## config.mk

```make
export PLATFORM = sky130hd
export DESIGN_NAME = sfx_sequencer
export DESIGN_NICKNAME = d
export VERILOG_FILES = /design/src/rtl/sfx_pkg.sv /design/src/rtl/sfx_rom.sv /design/src/rtl/sfx_sequencer.sv
export SDC_FILE = /design/constraint.sdc
export NUM_CORES = 1
export LEC_CHECK = 0
export ABC_CLOCK_PERIOD_IN_PS = 2390
export BUFFER_PORTS_ARGS = -buffer_cell sky130_fd_sc_hd__buf_4
export CORE_MARGIN = 2
export CORE_UTILIZATION = 45
export DETAILED_ROUTE_END_ITERATION = 16
export PLACE_DENSITY = 0.74
export RECOVER_POWER = 25
export SYNTH_ARGS = -nofsm -noshare
export SYNTH_HDL_FRONTEND = slang
export SYNTH_SLANG_ARGS = --single-unit
```

## constraint.sdc

```tcl
create_clock -name clk -period 2.39 [get_ports clk]
set_input_delay 0.478 -clock clk [delete_from_list [all_inputs] [get_ports clk]]
set_output_delay 0.478 -clock clk [all_outputs]
set_load 0.05 [all_outputs]
```

## src/rtl/sfx_pkg.sv

```systemverilog
// rtl/sfx_pkg.sv - note codes, effect indices and the constant sound-effect table
package sfx_pkg;

   localparam int NOTE_BITS = 6;
   localparam int DUR_BITS  = 6;

   localparam logic [NOTE_BITS-1:0] NOTE_SILENT = 6'd0;
   localparam logic [NOTE_BITS-1:0] NOTE_C4     = 6'd1;
   localparam logic [NOTE_BITS-1:0] NOTE_D4     = 6'd2;
   localparam logic [NOTE_BITS-1:0] NOTE_E4     = 6'd3;
   localparam logic [NOTE_BITS-1:0] NOTE_F4     = 6'd4;
   localparam logic [NOTE_BITS-1:0] NOTE_G4     = 6'd5;
   localparam logic [NOTE_BITS-1:0] NOTE_A4     = 6'd6;
   localparam logic [NOTE_BITS-1:0] NOTE_B4     = 6'd7;
   localparam logic [NOTE_BITS-1:0] NOTE_C5     = 6'd8;
   localparam logic [NOTE_BITS-1:0] NOTE_D5     = 6'd9;
   localparam logic [NOTE_BITS-1:0] NOTE_E5     = 6'd10;
   localparam logic [NOTE_BITS-1:0] NOTE_F5     = 6'd11;
   localparam logic [NOTE_BITS-1:0] NOTE_G5     = 6'd12;

   localparam int SFX_HIT   = 0;
   localparam int SFX_WIN   = 1;
   localparam int SFX_PAUSE = 2;
   localparam int SFX_MISS  = 3;

   typedef enum logic {ST_IDLE, ST_PLAY} sfx_state_t;

   typedef struct packed {
      logic [NOTE_BITS-1:0] note;
      logic [DUR_BITS-1:0]  dur;
   } sfx_step_t;

   // dur == 0 terminates an effect; SFX_MISS is a reserved empty slot.
   function automatic sfx_step_t sfx_entry(input int unsigned id, input int unsigned step);
      sfx_step_t e;
      e.note = NOTE_SILENT;
      e.dur  = '0;
      case (id)
         SFX_HIT: begin
            case (step)
               0: e = '{note: NOTE_C4, dur: 6'd2};
               1: e = '{note: NOTE_D4, dur: 6'd1};
               2: e = '{note: NOTE_E4, dur: 6'd3};
               default: ;
            endcase
         end
         SFX_WIN: begin
            case (step)
               0: e = '{note: NOTE_E5, dur: 6'd1};
               1: e = '{note: NOTE_F5, dur: 6'd1};
               default: ;
            endcase
         end
         SFX_PAUSE: begin
            // open-ended click train, cut off by the step limit
            e.note = (step % 2 == 0) ? NOTE_C5 : NOTE_G5;
            e.dur  = 6'd1;
         end
         default: ;
      endcase
      return e;
   endfunction

endpackage

```

## src/rtl/sfx_rom.sv

```systemverilog
// rtl/sfx_rom.sv - combinational effect-table lookup; out-of-range id or step reads as end of effect
module sfx_rom
   import sfx_pkg::*;
#(
   parameter int NOTE_W    = 6,
   parameter int DUR_W     = 6,
   parameter int N_SFX     = 4,
   parameter int MAX_STEPS = 16
) (
   input  logic [$clog2(N_SFX)-1:0]     id,
   input  logic [$clog2(MAX_STEPS)-1:0] step,
   output logic [NOTE_W-1:0]            note,
   output logic [DUR_W-1:0]             dur
);

   sfx_step_t e;

   always_comb begin
      e    = sfx_entry(32'(id), 32'(step));
      note = NOTE_W'(e.note);
      dur  = DUR_W'(e.dur);
      if (int'(id) >= N_SFX || int'(step) >= MAX_STEPS) begin
         note = '0;
         dur  = '0;
      end
   end

endmodule

```

## src/rtl/sfx_sequencer.sv

```systemverilog
// rtl/sfx_sequencer.sv - priority/preempting sound-effect sequencer driving the buzzer note bus
// Optional one-deep pending slot for lower-priority requests: define SFX_QUEUE_EN.
module sfx_sequencer
   import sfx_pkg::*;
#(
   parameter int NOTE_W    = 6,
   parameter int DUR_W     = 6,
   parameter int N_SFX     = 4,
   parameter int MAX_STEPS = 16,
   parameter int TICK_DIV  = 500000
) (
   input  logic                     clk,
   input  logic                     reset,
   input  logic                     enabled,
   input  logic [N_SFX-1:0]         trig,
   output logic [NOTE_W-1:0]        note,
   output logic                     busy,
   output logic [$clog2(N_SFX)-1:0] active_sfx
);

   localparam int IDW = $clog2(N_SFX);
   localparam int SW  = $clog2(MAX_STEPS);
   localparam int PW  = (TICK_DIV > 1) ? $clog2(TICK_DIV) : 1;

   sfx_state_t        state;
   logic [N_SFX-1:0]  trig_q;
   logic [N_SFX-1:0]  rise;
   logic [SW-1:0]     step;
   logic [SW-1:0]     next_step;
   logic [DUR_W-1:0]  remaining;
   logic [PW-1:0]     prescaler;
   logic [IDW-1:0]    sel;
   logic              sel_hit;
   logic [NOTE_W-1:0] sel_note;
   logic [DUR_W-1:0]  sel_dur;
   logic [NOTE_W-1:0] next_note;
   logic [DUR_W-1:0]  next_dur;
   logic              accept;
   logic              tick;
   logic              last_step;
   logic              effect_end;
   logic              pend_start;
   logic              do_start;
   logic [IDW-1:0]    start_id;
   logic [NOTE_W-1:0] start_note;
   logic [DUR_W-1:0]  start_dur;

   assign rise      = trig & ~trig_q;
   assign next_step = step + SW'(1);

   always_comb begin
      sel     = '0;
      sel_hit = 1'b0;
      for (int i = N_SFX - 1; i >= 0; i--) begin
         if (rise[i]) begin
            sel     = IDW'(i);
            sel_hit = 1'b1;
         end
      end
   end

   sfx_rom #(.NOTE_W(NOTE_W), .DUR_W(DUR_W), .N_SFX(N_SFX), .MAX_STEPS(MAX_STEPS)) u_rom_sel (
      .id   (sel),
      .step ({SW{1'b0}}),
      .note (sel_note),
      .dur  (sel_dur)
   );

   sfx_rom #(.NOTE_W(NOTE_W), .DUR_W(DUR_W), .N_SFX(N_SFX), .MAX_STEPS(MAX_STEPS)) u_rom_next (
      .id   (active_sfx),
      .step (next_step),
      .note (next_note),
      .dur  (next_dur)
   );

   // Equal index is accepted too, so re-triggering the playing effect restarts it.
   assign accept     = enabled && sel_hit && (sel_dur != '0) &&
                       (state == ST_IDLE || sel <= active_sfx);
   assign tick       = (state == ST_PLAY) && (prescaler == PW'(TICK_DIV - 1));
   assign last_step  = (step == SW'(MAX_STEPS - 1)) || (next_dur == '0);
   assign effect_end = (state == ST_PLAY) && tick && (remaining == DUR_W'(1)) && last_step;

`ifdef SFX_QUEUE_EN
   logic              pend_valid;
   logic [IDW-1:0]    pend_id;
   logic [NOTE_W-1:0] pend_note;
   logic [DUR_W-1:0]  pend_dur;
   logic [IDW-1:0]    q_base;
   logic [IDW-1:0]    q_id;
   logic              q_hit;

   sfx_rom #(.NOTE_W(NOTE_W), .DUR_W(DUR_W), .N_SFX(N_SFX), .MAX_STEPS(MAX_STEPS)) u_rom_pend (
      .id   (pend_id),
      .step ({SW{1'b0}}),
      .note (pend_note),
      .dur  (pend_dur)
   );

   // Best lower-priority request this cycle, relative to whatever plays next cycle.
   always_comb begin
      q_base = accept ? sel : active_sfx;
      q_hit  = 1'b0;
      q_id   = '0;
      for (int i = N_SFX - 1; i >= 0; i--) begin
         if (rise[i] && IDW'(i) > q_base) begin
            q_hit = 1'b1;
            q_id  = IDW'(i);
         end
      end
   end

   assign pend_start = enabled && !accept && effect_end && pend_valid && (pend_dur != '0);
   assign start_id   = accept ? sel : pend_id;
   assign start_note = accept ? sel_note : pend_note;
   assign start_dur  = accept ? sel_dur : pend_dur;
`else
   assign pend_start = 1'b0;
   assign start_id   = sel;
   assign start_note = sel_note;
   assign start_dur  = sel_dur;
`endif

   assign do_start = accept || pend_start;

   always_ff @(posedge clk) begin
      trig_q <= trig;
      if (reset || !enabled) begin
         state      <= ST_IDLE;
         note       <= '0;
         busy       <= 1'b0;
         active_sfx <= '0;
         step       <= '0;
         remaining  <= '0;
         prescaler  <= '0;
`ifdef SFX_QUEUE_EN
         pend_valid <= 1'b0;
         pend_id    <= '0;
`endif
      end else begin
         if (do_start) begin
            state      <= ST_PLAY;
            busy       <= 1'b1;
            active_sfx <= start_id;
            step       <= '0;
            note       <= start_note;
            remaining  <= start_dur;
            prescaler  <= '0;
         end else if (state == ST_PLAY) begin
            prescaler <= tick ? '0 : prescaler + PW'(1);
            if (tick) begin
               if (remaining > DUR_W'(1)) begin
                  remaining <= remaining - DUR_W'(1);
               end else if (last_step) begin
                  state      <= ST_IDLE;
                  note       <= '0;
                  busy       <= 1'b0;
                  active_sfx <= '0;
                  step       <= '0;
                  remaining  <= '0;
                  prescaler  <= '0;
               end else begin
                  step      <= next_step;
                  note      <= next_note;
                  remaining <= next_dur;
               end
            end
         end
`ifdef SFX_QUEUE_EN
         if (accept) begin
            pend_valid <= q_hit;
            pend_id    <= q_id;
         end else if (effect_end) begin
            pend_valid <= 1'b0;
         end else if (state == ST_PLAY && q_hit && (!pend_valid || q_id < pend_id)) begin
            pend_valid <= 1'b1;
            pend_id    <= q_id;
         end
`endif
      end
   end

endmodule

```

# Yosys cells after proc, flatten, opt, wreduce, memory -nomap -nowiden

Cells that the tools add are included.

Register bits after elaboration: 43
Logic and storage cells: 91
Output and inout port bits: 9
Input port bits: 7

Bitwise operators: 4
Multiplexer cells: 43
$lt $le $gt $ge: 2
Equal/unequal tests: 9
$add $sub $neg: 3
Reduce and logical (&&, ||, !) cells: 22

Operators with widths:

| kind                                                                            | number |
|---|---|
| 19-bit 2-to-1 mux                                                               | 4 |
| 6-bit 2-to-1 mux                                                                | 10 |
| 12-bit one-hot mux with 3 select lines                                          | 1 |
| 32-bit logical NOT                                                              | 1 |
| 10-bit one-hot mux with 3 select lines                                          | 1 |
| 8-bit one-hot mux with 3 select lines                                           | 1 |
| 10-bit one-hot mux with 2 select lines                                          | 1 |
| 19-bit by 1-bit adder with 19-bit output, second input constant                 | 1 |
| 19-bit == test, second input constant                                           | 1 |
| 2-bit 2-to-1 mux                                                                | 9 |
| 1-bit 2-to-1 mux                                                                | 14 |
| 6-bit by 1-bit greater-than comparator with 1-bit output, second input constant | 1 |
| 6-bit logical NOT                                                               | 1 |
| 3-bit AND reduction                                                             | 2 |
| 2-bit nonzero test                                                              | 3 |
| 6-bit nonzero test                                                              | 1 |
| 6-bit by 1-bit subtractor with 6-bit output, second input constant              | 1 |
| 4-bit by 1-bit adder with 4-bit output, second input constant                   | 1 |
| 4-bit AND                                                                       | 1 |
| 2-bit by 1-bit == test with 1-bit output, second input constant                 | 2 |
| 2-bit == test, second input constant                                            | 2 |
| 4-bit by 1-bit == test with 1-bit output, second input constant                 | 1 |
| 4-bit by 2-bit == test with 1-bit output, second input constant                 | 1 |
| 4-bit == test, second input constant                                            | 1 |
| other kinds (14)                                                                | 21 |

# Logic depth before layout (Yosys ltp)

Gate-level depths: netlist of the first run.

Depth in word-level cells: 13
Gate-level depth with buffers: 11
Gate-level depth less buffers: 10

# Hierarchy

From an unflattened synthesis of the first run, not the netlist that was laid out.

Cells, all modules: 312
Area total of the unflattened synthesis: 2547.4 sq um

Modules (own cells, without submodules):

| module        | sequential area each (sq um) | area an instance (sq um) | times used | cells each |
|---|---|---|---|---|
| sfx_sequencer | 860.8                        | 2229.6                   | 1          | 264 |
| sfx_rom       | 0.0                          | 158.9                    | 2          | 24 |

# Worst setup path before layout of the first run

No wires, ideal clock.

Path type: register to register
From: reg active_sfx[1]
To: reg remaining[4]
Clock period less this slack: 2.577 ns
Buffers on the path: 0
Required time: 2.318 ns
Arrival: 2.505 ns
Path slack: -0.187 ns
Cell stages (with the launch flop): 8
Cell sequence: dfxtp_1 > inv_1 > ha_1 > nor2b_1 > o211ai_1 > nand3_1 > a2111oi_2 > mux2i_1

Longest elaborated chain between the ends: 9
Elaborated cells between the ends (all ways): 17
Classes of those cells: order compare: 1; eq/ne: 2; mux: 6; reduce/logical: 8

RTL lines:

| item                                        | RTL line             | RTL |
|---|---|---|
| start: declaration                          | sfx_sequencer.sv:18  | `output logic [$clog2(N_SFX)-1:0] active_sfx` |
| start signal: assignment                    | sfx_sequencer.sv:143 | `active_sfx <= start_id;` |
| 2-bit == test, or another cell as far along | sfx_pkg.sv:38        | `case (id)` |
| 12-bit one-hot mux with 3 select lines      | sfx_pkg.sv:38        |  |
| 6-bit logical NOT                           | sfx_sequencer.sv:80  | `assign last_step = (step == SW'(MAX_STEPS - 1)) \|\| (next_dur == '0);` |
| 1-bit logical OR                            | sfx_sequencer.sv:80  |  |
| 6-bit 2-to-1 mux                            | sfx_sequencer.sv:153 | `end else if (last_step) begin` |
| 6-bit 2-to-1 mux                            | sfx_sequencer.sv:151 | `if (remaining > DUR_W'(1)) begin` |
| 6-bit 2-to-1 mux                            | sfx_sequencer.sv:150 | `if (tick) begin` |
| 6-bit 2-to-1 mux                            | sfx_sequencer.sv:148 | `end else if (state == ST_PLAY) begin` |
| 6-bit 2-to-1 mux                            | sfx_sequencer.sv:140 | `if (do_start) begin` |
| end signal: assignment                      | sfx_sequencer.sv:146 | `remaining <= start_dur;` |
| end signal: assignment                      | sfx_sequencer.sv:152 | `remaining <= remaining - DUR_W'(1);` |
| end signal: assignment                      | sfx_sequencer.sv:164 | `remaining <= next_dur;` |
| end: declaration                            | sfx_sequencer.sv:30  | `logic [DUR_W-1:0] remaining;` |

Several ways; a longest one is shown, not always the timed one. The select of a mux whose other input is x is not followed.
A chain may end at the register's enable or synchronous reset.

# Worst setup path in the final report of the first run

From: reg trig_q[1]
To: reg active_sfx[1]

Longest elaborated chain between the ends: 11
Elaborated cells between the ends (all ways): 22
Classes of those cells: order compare: 1; eq/ne: 3; mux: 6; bitwise: 2; reduce/logical: 10

RTL lines:

| item                                                                         | RTL line             | RTL |
|---|---|---|
| start: declaration                                                           | sfx_sequencer.sv:26  | `logic [N_SFX-1:0] trig_q;` |
| start signal: assignment                                                     | sfx_sequencer.sv:126 | `trig_q <= trig;` |
| 4-bit inverter (*)                                                           | sfx_sequencer.sv:48  | `assign rise = trig & ~trig_q;` |
| 4-bit AND (*)                                                                | sfx_sequencer.sv:48  |  |
| 2-bit 2-to-1 mux (2 in a row)                                                | sfx_sequencer.sv:55  | `if (rise[i]) begin` |
| 2-bit == test, or another cell as far along                                  | sfx_pkg.sv:38        |  |
| 10-bit one-hot mux with 3 select lines                                       | sfx_pkg.sv:38        |  |
| 6-bit nonzero test                                                           | sfx_sequencer.sv:77  | `assign accept = enabled && sel_hit && (sel_dur != '0) &&` |
| 1-bit logical AND (2 in a row)                                               | sfx_sequencer.sv:77  |  |
| 2-bit inequality test (no line) / 2-bit nonzero test (equally long branches) | n/a                  |  |
| 4-bit AND reduction (no line)                                                | n/a                  |  |

Mark *: on every way between the ends. The rest lies on a longest branch, timed or not.

==> results.py, run 1 <==
metrics = {
    "cts": {
        "cts_tree": "done",
        "cts_setup_buffers": 0,
        "clk_pin_slew_ns": 0.08,
        "cts_sinks": 41,
        "htreeDepth": 2,
        "clk_path_buf_depth": 2,
        "root_buffer": "clkbuf_8",
        "clk_latency_ns": 0.30,
        "cts_made_buffers": 5,
        "postCtsHoldBufs": 0,
    },
    "floorplanning": {
        "dieWidth_um": 76.7,
        "rows": 26,
        "ios": 16,
        "initial_utilization_pct": 46.5,
        "coreArea_mm2": 0.00511,
        "dieArea_mm2": 0.00588,
        "die_h_um": 76.7,
    },
    "route": {
        "top_layer_used": "met4",
        "wl_met1_um": 2600,
        "finalWirelength_um": 5290,
        "wl_met2_um": 2370,
        "via_count": 2114,
        "wl_met3_um": 206,
        "drc": 0,
        "via_per_inst": 5.64,
        "initialDrtViolationCount": 129,
        "antenna_left": 0,
        "firstDrtPassIters": 4,
        "detail_route.wl_per_cell_um": 14.1,
    },
    "finish": {
        "synthToLayoutAreaGrowth_pct": 12.4,
        "nets": 323,
        "utilization_pct": 52.3,
        "final.fill_count": 509,
        "antenna_cells": 0,
        "layout-drive-gt1-share_pct": 12.1,
        "mostFrequentLayoutCells": "dfxtp_1 (40), nor2_1 (29), nand2_1 (27), nand3_1 (17), clkbuf_1 (13)",
        "final_common_cell": "dfxtp_1",
    },
    "power": {
        "switching_share_pct": 27.7,
        "power_frac_clock_pct": 32.6,
        "p_int_uw": 986,
        "leakagePower_nw": 0.981,
        "p_per_area_mw_per_mm2": 510,
        "ir_drop_uv": 198,
        "seq_power_share_pct": 52.1,
        "p_comb_share_pct": 15.3,
        "switchingPower_uw": 378,
    },
    "yosys": {
        "synth_top_flop_cell": "dfxtp_1",
        "synth_mux_area_share_pct": 1.68,
        "ys_async_sr_fraction_pct": 0,
        "ys_types": 62,
        "syn_area_per_cell_um2": 8.46,
        "synth_xor_area_share_pct": 6.26,
        "yosys.area_share.adder_pct": 6.32,
        "ys_seq_area_share_pct": 34.5,
        "synth_compound_area_share_pct": 15.6,
        "yosysWarnings": 0,
        "synth_edf_count": 0,
        "syn-instance-count": 281,
        "ys_ff_latch": 41,
        "synthSimpleGateAreaFrac_pct": 31.7,
        "synth_top_family_by_area": "simple AND/OR/NAND/NOR gates",
        "syn_area_mm2": 0.00238,
    },
    "worst_setup_path": {
        "crit_type": "reg2reg",
        "cp-end-kind": "flop",
        "max_stage_delay_ns": 0.39,
        "rr_worst_depth": 9,
        "crit_buf_inv": 2,
        "crit_fanout": 7,
        "cp.depth": 9,
        "crit_family": "compound AO/OA/AOI/OAI gates",
        "critPathSlowestCell": "clkbuf_1",
        "arrival_ns": 2.39,
        "crit_path_cell_trace": "nand2b_1, nand3_2, inv_1, ha_1, nor2b_2, o211a_1, o21ai_1, clkbuf_1, o32ai_1",
        "required_ns": 2.56,
        "startpoint_type": "flop",
    },
    "global_route": {
        "antenna_found_initial": 0,
        "grt_overflow": 0,
        "gr-usage-all-layers_pct": 19.7,
        "grt_pass1_vias": 2122,
        "grt_pass1_wl_um": 9460,
        "grt_start_max_net_pins": 18,
    },
    "sta": {
        "setup_tns_ns": 0,
        "fin_crit_sh_pct": 92.7,
        "period_minus_slack_ns": 2.22,
        "rsz0062_at_grt": "no",
        "drv_slew": 0,
        "relSlewSlack_pct": 60.1,
        "skew_ns": 0.00543,
        "hold-worst-slack_ns": 0.310,
        "tightest_slew_ns": 0.601,
        "setup_viol": 0,
        "fmax_mhz": 451,
        "hold_viol_final": 0,
    },
    "worst_hold_path": {
        "hp-class": "in2reg",
        "whs_path_depth": 1,
    },
    "place": {
        "gp_congestion": 0.855,
        "post-dp-hpwl_um": 3940,
        "portBuffers": 13,
    },
    "run_status": {
        "outcome": "finished, final reports clean",
    },
    "job": {
        "cap_violations": 0,
    },
}
power groups by stage:
stage	clock network [mW]	logic [mW]	registers, mW
after floorplan	0	0.134	0.740
after global placement	0	0.210	0.726
after detailed placement	0	0.213	0.726
after CTS	0.460	0.213	0.710
after global routing	0.482	0.229	0.713
final	0.444	0.209	0.710
stage by stage:
stage	total power [mW]	cells	setup WS, ns	area [µm²]
finish	1.36	375	0.174	2670
global route	1.42	375	0.0140	2670
CTS	1.38	375	0.191	2710
detailed placement	0.939	367	0.00742	2630
global placement	0.936	367	0.0659	2630
floorplan	0.874	282	0.00636	2400
layout make-up:
type / instances / area (µm²) / area share (%)
Clock buffer: 8 / 80.1 / 3.00
Multi-Input combinational cell: 220 / 1490 / 55.9
Sequential cell: 41 / 822 / 30.8
Tap cell: 70 / 87.6 / 3.28
Inverter: 12 / 45.0 / 1.69
Timing Repair Buffer: 24 / 143 / 5.34
cell usage after synthesis (5+ instances only):
cell / number / share of area, %
nor3_1: 8 / 1.7
nor2b_1: 5 / 1.3
dfxtp_1: 41 / 35
nand3_1: 18 / 3.8
ha_1: 12 / 6.3
nor2_1: 29 / 4.6
xor2_1: 12 / 4.4
inv_1: 12 / 1.9
a21oi_1: 10 / 2.1
nand2_1: 27 / 4.3
clkbuf_1: 5 / 0.79
o21ai_1: 7 / 1.5
xnor2_1: 5 / 1.8
nand2b_1: 7 / 1.8
nand4_1: 9 / 2.4
what timing repair did:
item	in CTS	in global routing
hold endpoints to repair	0	0
resized for setup	0	2
endpoints found under the setup margin	0	1
worst paths after layout:
path,slack [ns],start,to
max,0.17,trig_q[1]$_DFF_P_,active_sfx[1]$_SDFFE_PP0P_
min,0.31,trig[1],trig_q[1]$_DFF_P_
max reg2reg,0.17,trig_q[1]$_DFF_P_,active_sfx[1]$_SDFFE_PP0P_
min reg2reg,0.45,busy$_SDFFE_PP0P_,busy$_SDFFE_PP0P_
registers in the layout (all words and copies together), names as in the netlist:
register / flops
remaining: 6
prescaler: 19
trig_q: 4
step: 4
active_sfx: 2
busy: 1
note: 4
state: 1
cell families after synthesis:
family                   count (synthesis)
AND/OR/NAND/NOR                        135
AO/OA/AOI/OAI                           50
flip-flops                              41
buffers and inverters                   21
XOR/XNOR                                17
adder cells (fa/ha/maj)                 12
multiplexers                             4
other                                    1
routing by layer:
metal  vias up  GRT usage, %
li1       1067             -
met1       990          25.5
met2        42          31.6
met3        15          4.59
met4         0          7.82
met5         -             0
Power figures use the tool's default switching activity.
==> run 2: changes to the inputs <==
--- a/config.mk
+++ b/config.mk
@@ -10,8 +10,9 @@
 export CORE_MARGIN = 2
 export CORE_UTILIZATION = 45
 export DETAILED_ROUTE_END_ITERATION = 16
-export PLACE_DENSITY = 0.74
+export PLACE_DENSITY = 0.73
 export RECOVER_POWER = 25
 export SYNTH_ARGS = -nofsm -noshare
 export SYNTH_HDL_FRONTEND = slang
+export SYNTH_HIERARCHICAL = 1
 export SYNTH_SLANG_ARGS = --single-unit
==> results.py, run 2 <==
metrics = {
    "worst_setup_path": {
        "arrival_ns": 2.49,
        "required_ns": 2.62,
        "r2r-end": "active_sfx[0]$_SDFFE_PP0P_",
        "critPathSlowestCell": "or3_4",
        "cp-end-kind": "flop",
        "startpoint_type": "flop",
        "crit_path_cell_trace": "nand2b_4, nand2_2, a21oi_2, buf_4, or3_4, nor3_4, nor2_1, nand2_1, nand4_1, buf_4, a211o_1, a21oi_1",
        "startpoint": "trig_q[0]$_DFF_P_",
        "crit_top_cell": "buf_4",
        "rr_worst_depth": 12,
        "r2r-start": "trig_q[0]$_DFF_P_",
        "crit_fanout": 4,
        "critPathCapture": "active_sfx[0]$_SDFFE_PP0P_",
        "r2r_setup_slack_ns": 0.13,
        "crit_type": "reg2reg",
        "max_stage_delay_ns": 0.39,
    },
    "global_route": {
        "busiest_layer": "met2",
        "grt_start_max_net_pins": 18,
        "grt_util_met3_pct": 3.75,
        "grt_pass1_wl_um": 9240,
        "antenna_found_initial": 0,
        "globalRouteMet1Util_pct": 23.0,
        "use_met2_pct": 30.7,
        "grt_overflow": 0,
        "gr-usage-all-layers_pct": 18.4,
        "grt_pass1_vias": 2145,
    },
    "finish": {
        "nets": 368,
        "final_common_cell": "dfxtp_1",
        "largest_register": "prescaler",
        "stdcell_count": 428,
        "biggestRegsByFlops": "prescaler (19), note (6), remaining (6)",
        "final.fill_count": 500,
        "mostFrequentLayoutCells": "dfxtp_1 (43), nor2_1 (41), nand2_1 (25), conb_1 (24)",
        "synthToLayoutAreaGrowth_pct": 16.8,
        "layout-drive-gt1-share_pct": 17.4,
        "utilization_pct": 54.4,
        "antenna_cells": 0,
        "largest_reg_flops": 19,
    },
    "floorplanning": {
        "die_h_um": 79.2,
        "dieArea_mm2": 0.00628,
        "coreArea_mm2": 0.00547,
        "dieWidth_um": 79.2,
        "rows": 27,
        "initial_utilization_pct": 46.5,
        "ios": 16,
    },
    "power": {
        "leakagePower_nw": 1.06,
        "switching_share_pct": 28.2,
        "p_per_area_mw_per_mm2": 486,
        "switchingPower_uw": 407,
        "power_frac_clock_pct": 32.1,
        "ir_drop_uv": 349,
        "p_comb_share_pct": 16.4,
        "seq_power_share_pct": 51.5,
        "p_int_mw": 1.04,
    },
    "yosys": {
        "synth_top_cell_by_area": "dfxtp_1",
        "ys_seq_area_share_pct": 33.8,
        "ys_ff_latch": 43,
        "yosys.area_share.adder_pct": 2.95,
        "synth_most_common_cell": "dfxtp_1",
        "synth_area_leaders": "dfxtp_1 (34%), nor2_1 (6.0%), xnor2_1 (5.8%), buf_4 (3.8%), nand2_1 (3.8%)",
        "syn_area_mm2": 0.00255,
        "syn_area_per_cell_um2": 8.16,
        "synth_compound_area_share_pct": 15.1,
        "synth_top_flop_cell": "dfxtp_1",
        "ys_top_cells_by_count": "dfxtp_1 (43), nor2_1 (41), nand2_1 (26)",
        "synth_xor_area_share_pct": 9.28,
        "synthSimpleGateAreaFrac_pct": 30.4,
        "ys_async_sr_fraction_pct": 0,
        "synth_top_area_share_pct": 33.8,
        "syn-instance-count": 312,
        "synth_top_family_by_area": "simple AND/OR/NAND/NOR gates",
        "synth_edf_count": 0,
        "ys_types": 50,
        "yosysWarnings": 6,
        "synth_mux_area_share_pct": 0.393,
    },
    "place": {
        "portBuffers": 15,
        "dp_cells": 414,
        "post-dp-hpwl_um": 3850,
        "gp_congestion": 0.829,
    },
    "route": {
        "initialDrtViolationCount": 207,
        "antenna_left": 0,
        "detail_route.wl_per_cell_um": 12.6,
        "drc": 0,
        "via_count": 2234,
        "finalWirelength_um": 5410,
        "via_per_inst": 5.22,
        "firstDrtPassIters": 4,
    },
    "sta": {
        "period_minus_slack_ns": 2.26,
        "fin_crit_sh_pct": 94.6,
        "relSlewSlack_pct": 46.0,
        "skew_ns": 0.0109,
        "fmax_mhz": 442,
        "drv_slew": 0,
        "hold_viol_final": 0,
        "setup_viol": 0,
        "tightest_slew_ns": 0.809,
    },
    "run_status": {
        "outcome": "finished, final reports clean",
    },
    "cts": {
        "cts_made_buffers": 5,
        "clk_path_buf_depth": 2,
        "clk_latency_ns": 0.30,
        "htreeDepth": 2,
        "clk_pin_slew_ns": 0.08,
        "root_buffer": "clkbuf_8",
        "cts_sinks": 43,
        "cts_tree": "done",
    },
    "job": {
        "cap_violations": 0,
    },
    "worst_hold_path": {
        "hp-class": "in2reg",
    },
}
==> run 2: cell count changes after synthesis, sizes merged, moves of 4 or more <==
cell / before / now
o211ai: 2 / 6
ha: 12 / 6
o21ai: 9 / 21
xnor2: 5 / 17
buf: 4 / 19
a31oi: 3 / 10
nor2: 30 / 41
nand4: 11 / 7
==> run 2: kinds of logic (layout without fill, tap and decap cells) <==
logic type	after synthesis	in the layout
simple gates	142	142
other cells	3	24
mux	1	1
buf+inv	30	53
compound gates	60	60
fa+ha+maj	6	6
xor+xnor	27	27
flops	43	43
==> run 2: per-stage QoR <==
| stage | instance area, µm² | setup TNS [ns] | hold WS [ns] | worst slack [ns] | power [mW] |
|---|---|---|---|---|---|
| after global placement | 2790 | -1.10 | 0.453 | -0.0620 | 0.966 |
| after floorplan | 2630 | 0 | 0.449 | 0.0481 | 0.926 |
| final | 2980 | 0 | 0.319 | 0.128 | 1.45 |
| after global routing | 2980 | -0.0648 | 0.317 | -0.0323 | 1.51 |
| after CTS | 2880 | 0 | 0.279 | 0.112 | 1.43 |
| after detailed placement | 2790 | -1.41 | 0.465 | -0.0845 | 0.970 |
==> run 2: worst max-delay path: cells and delay by family (launching register included) <==
family | cells | cell delay [ns]
simple gates | 7 | 1.08
compound gates | 3 | 0.44
buf+inv | 2 | 0.36
flops | 1 | 0.32
==> run 2: repair_timing <==
item	CTS	global route
resized for setup	0	15
setup buffers	0	4
hold buffers	0	0
setup endpoints to repair	0	29
==> run 2: final cells by class <==
type	instances	area (µm²)	share of cell area [%]
clock inverter	2	12.5	0.421
multi-input combinational	260	1630	54.9
inverter	9	33.8	1.14
sequential	43	861	28.9
timing repair buffer	36	272	9.13
tap	72	90.1	3.03
clock buffer	6	72.6	2.44
==> run 2: worst min-delay path by stage <==
| stage | startpoint | endpoint | slack, ns | cells past startpoint |
|---|---|---|---|---|
| after floorplan | step[1]$_SDFFE_PP0P_ | step[1]$_SDFFE_PP0P_ | 0.45 | 2 |
| after global placement | busy$_SDFFE_PP0P_ | busy$_SDFFE_PP0P_ | 0.45 | 2 |
| after detailed placement | note[5]$_SDFFE_PP0P_ | note[5]$_SDFFE_PP0P_ | 0.46 | 2 |
| after CTS | trig[2] | trig_q[2]$_DFF_P_ | 0.28 | 1 |
| after global routing | trig[2] | trig_q[2]$_DFF_P_ | 0.32 | 1 |
| final | trig[2] | trig_q[2]$_DFF_P_ | 0.32 | 1 |
==> run 2: power groups by stage <==
stage | combinational (mW) | sequential [mW] | clock [mW]
after global placement | 0.205 | 0.761 | 0
after detailed placement | 0.209 | 0.761 | 0
final | 0.238 | 0.744 | 0.463
after floorplan | 0.146 | 0.779 | 0
after global routing | 0.264 | 0.747 | 0.499
after CTS | 0.210 | 0.744 | 0.475
==> run 2: layer usage <==
metal,wire (µm),vias up
met1,2500,1033
met4,95,0
met5,0,-
met3,172,10
li1,-,1147
met2,2650,44
==> run 3: changes to the inputs <==
--- a/config.mk
+++ b/config.mk
@@ -7,7 +7,6 @@
 export LEC_CHECK = 0
 export ABC_CLOCK_PERIOD_IN_PS = 2390
 export BUFFER_PORTS_ARGS = -buffer_cell sky130_fd_sc_hd__buf_4
-export CORE_MARGIN = 2
 export CORE_UTILIZATION = 45
 export DETAILED_ROUTE_END_ITERATION = 16
 export PLACE_DENSITY = 0.73
==> results.py, run 3 (synthesis results as in run 2) <==
metrics = {
    "run_status": {
        "outcome": "finished, final reports clean",
    },
    "cts": {
        "clk_latency_ns": 0.31,
        "cts_tree": "done",
        "root_buffer": "clkbuf_8",
        "clk_pin_slew_ns": 0.08,
        "postCtsHoldBufs": 0,
        "cts_made_buffers": 5,
        "htreeDepth": 2,
        "clk_path_buf_depth": 2,
        "cts_sinks": 43,
    },
    "worst_setup_path": {
        "crit_fanout": 8,
        "required_ns": 2.58,
        "r2r-start": "trig_q[0]$_DFF_P_",
        "r2r-end": "remaining[5]$_SDFFE_PP0P_",
        "r2r_setup_slack_ns": 0.16,
        "rr_worst_depth": 13,
        "arrival_ns": 2.41,
        "crit_type": "reg2reg",
        "startpoint_type": "flop",
        "cp-end-kind": "flop",
    },
    "finish": {
        "multi_input_area_mm2": 0.00158,
        "mostFrequentLayoutCells": "dfxtp_1 (43), nor2_1 (41), nand2_1 (25), conb_1 (24), nand3_1 (19)",
        "biggestRegsByFlops": "prescaler (19), note (6), remaining (6)",
        "nets": 364,
        "synthToLayoutAreaGrowth_pct": 14.4,
        "final_area_mm2": 0.00292,
        "layout-drive-gt1-share_pct": 15.1,
        "register_area_um2": 861,
        "antenna_cells": 0,
        "final_common_cell": "dfxtp_1",
        "largest_register": "prescaler",
        "final.fill_count": 538,
        "largest_reg_flops": 19,
    },
    "floorplanning": {
        "ios": 16,
        "initial_utilization_pct": 46.5,
        "die_h_um": 77.2,
        "dieArea_mm2": 0.00597,
        "coreArea_mm2": 0.00547,
        "rows": 27,
        "dieWidth_um": 77.2,
    },
    "worst_hold_path": {
        "hp-class": "in2reg",
        "whs_path_depth": 1,
        "min_to": "trig_q[3]$_DFF_P_",
        "hp-start": "trig[3]",
    },
    "sta": {
        "fmax_mhz": 449,
        "hold_viol_final": 0,
        "tightest_slew_ns": 0.601,
        "drv_slew": 0,
        "hold-worst-slack_ns": 0.304,
        "skew_ns": 0.00671,
        "relSlewSlack_pct": 60.1,
        "rsz0062_at_grt": "no",
        "setup_viol": 0,
        "period_minus_slack_ns": 2.23,
        "fin_crit_sh_pct": 93.2,
        "setup_ws_ns": 0.163,
        "setup_tns_ns": 0,
    },
    "route": {
        "antenna_left": 0,
        "firstDrtPassIters": 4,
        "detail_route.wl_per_cell_um": 12.1,
        "via_count": 2184,
        "drc": 0,
        "finalWirelength_um": 5110,
        "via_per_inst": 5.15,
        "initialDrtViolationCount": 141,
    },
    "place": {
        "portBuffers": 15,
        "gp_congestion": 0.844,
        "placed_area_mm2": 0.00280,
        "place_ws_ns": -0.0616,
        "post-dp-hpwl_um": 3830,
    },
    "global_route": {
        "grt_start_max_net_pins": 18,
        "grt_overflow": 0,
        "grt_pass1_wl_um": 9200,
        "gr-usage-all-layers_pct": 19.4,
        "antenna_found_initial": 0,
        "grt_pass1_vias": 2109,
    },
    "power": {
        "power.total_mw": 1.55,
        "leakagePower_nw": 1.04,
        "p_per_area_mw_per_mm2": 533,
        "ir_drop_uv": 426,
    },
    "job": {
        "cap_violations": 0,
    },
}
[run 3: cell types whose count changed in the layout (fill, tap and decap cells not counted), moves of 2 or more]
cell / previous run / this run
buf_6: 3 / 1
clkbuf_4: 1 / 3
nand2b_4: 3 / 0
buf_4: 19 / 16
nand2b_2: 2 / 0
nand2b_1: 4 / 9
[run 3: critical path, stage by stage, from the launching register on]
cell and delay (ns):
dfxtp_1 0.32, nand2b_1 0.15, nand2_1 0.08, a21oi_1 0.06, buf_4 0.15, or3_4 0.38, nor3_2 0.13, nor2_1 0.06
nand2_1 0.05, nand4_1 0.15, buf_6 0.19, buf_12 0.13, o21ai_0 0.19, a31oi_1 0.07
[run 3: per-stage QoR]
stage / std cells / util, %
final: 424 / 53.3
after global routing: 424 / 53.3
after CTS: 423 / 53.3
after detailed placement: 415 / 51.1
after global placement: 415 / 51.1
after floorplan: 333 / -
[run 3: routing by layer]
layer	global-route usage (%)	share of wire (%)	up-vias
li1	-	-	1136
met1	23.9	48	1012
met2	31.9	48	27
met3	3.57	2.0	9
met4	10.2	2.2	0
met5	0	0	-
[run 3: how the worst max path moves through the flow]
stage	startpoint	to	slack, ns	cells after the start
CTS	trig_q[3]$_DFF_P_	remaining[1]$_SDFFE_PP0P_	0.10	13
global route	step[0]$_SDFFE_PP0P_	state$_SDFF_PP0_	0.01	9
detailed placement	trig[3]	remaining[0]$_SDFFE_PP0P_	-0.06	14
finish	trig_q[0]$_DFF_P_	remaining[5]$_SDFFE_PP0P_	0.16	13
floorplan	trig[3]	active_sfx[1]$_SDFFE_PP0P_	0.05	11
global placement	trig[3]	remaining[0]$_SDFFE_PP0P_	-0.06	14
[run 3: repair_timing]
action / CTS / global route
endpoints found under the setup margin: 0 / 33
resized for setup: 0 / 5
buffers inserted: 0 / 1
[run 3: report_power, final]
part           total, mW  internal [mW]  switching [mW]
Clock              0.594          0.338           0.256
Combinational      0.216         0.0905           0.125
Sequential         0.744          0.731          0.0132
[run 3: area by class of cell]
cell class | count | share of cell area [%]
repair buffers | 32 | 7.94
clock buffers | 6 | 2.83
flip-flops and latches | 43 | 29.5
clock inverters | 2 | 1.20
inverters | 9 | 1.16
multi-input cells | 260 | 54.2
well taps | 72 | 3.09
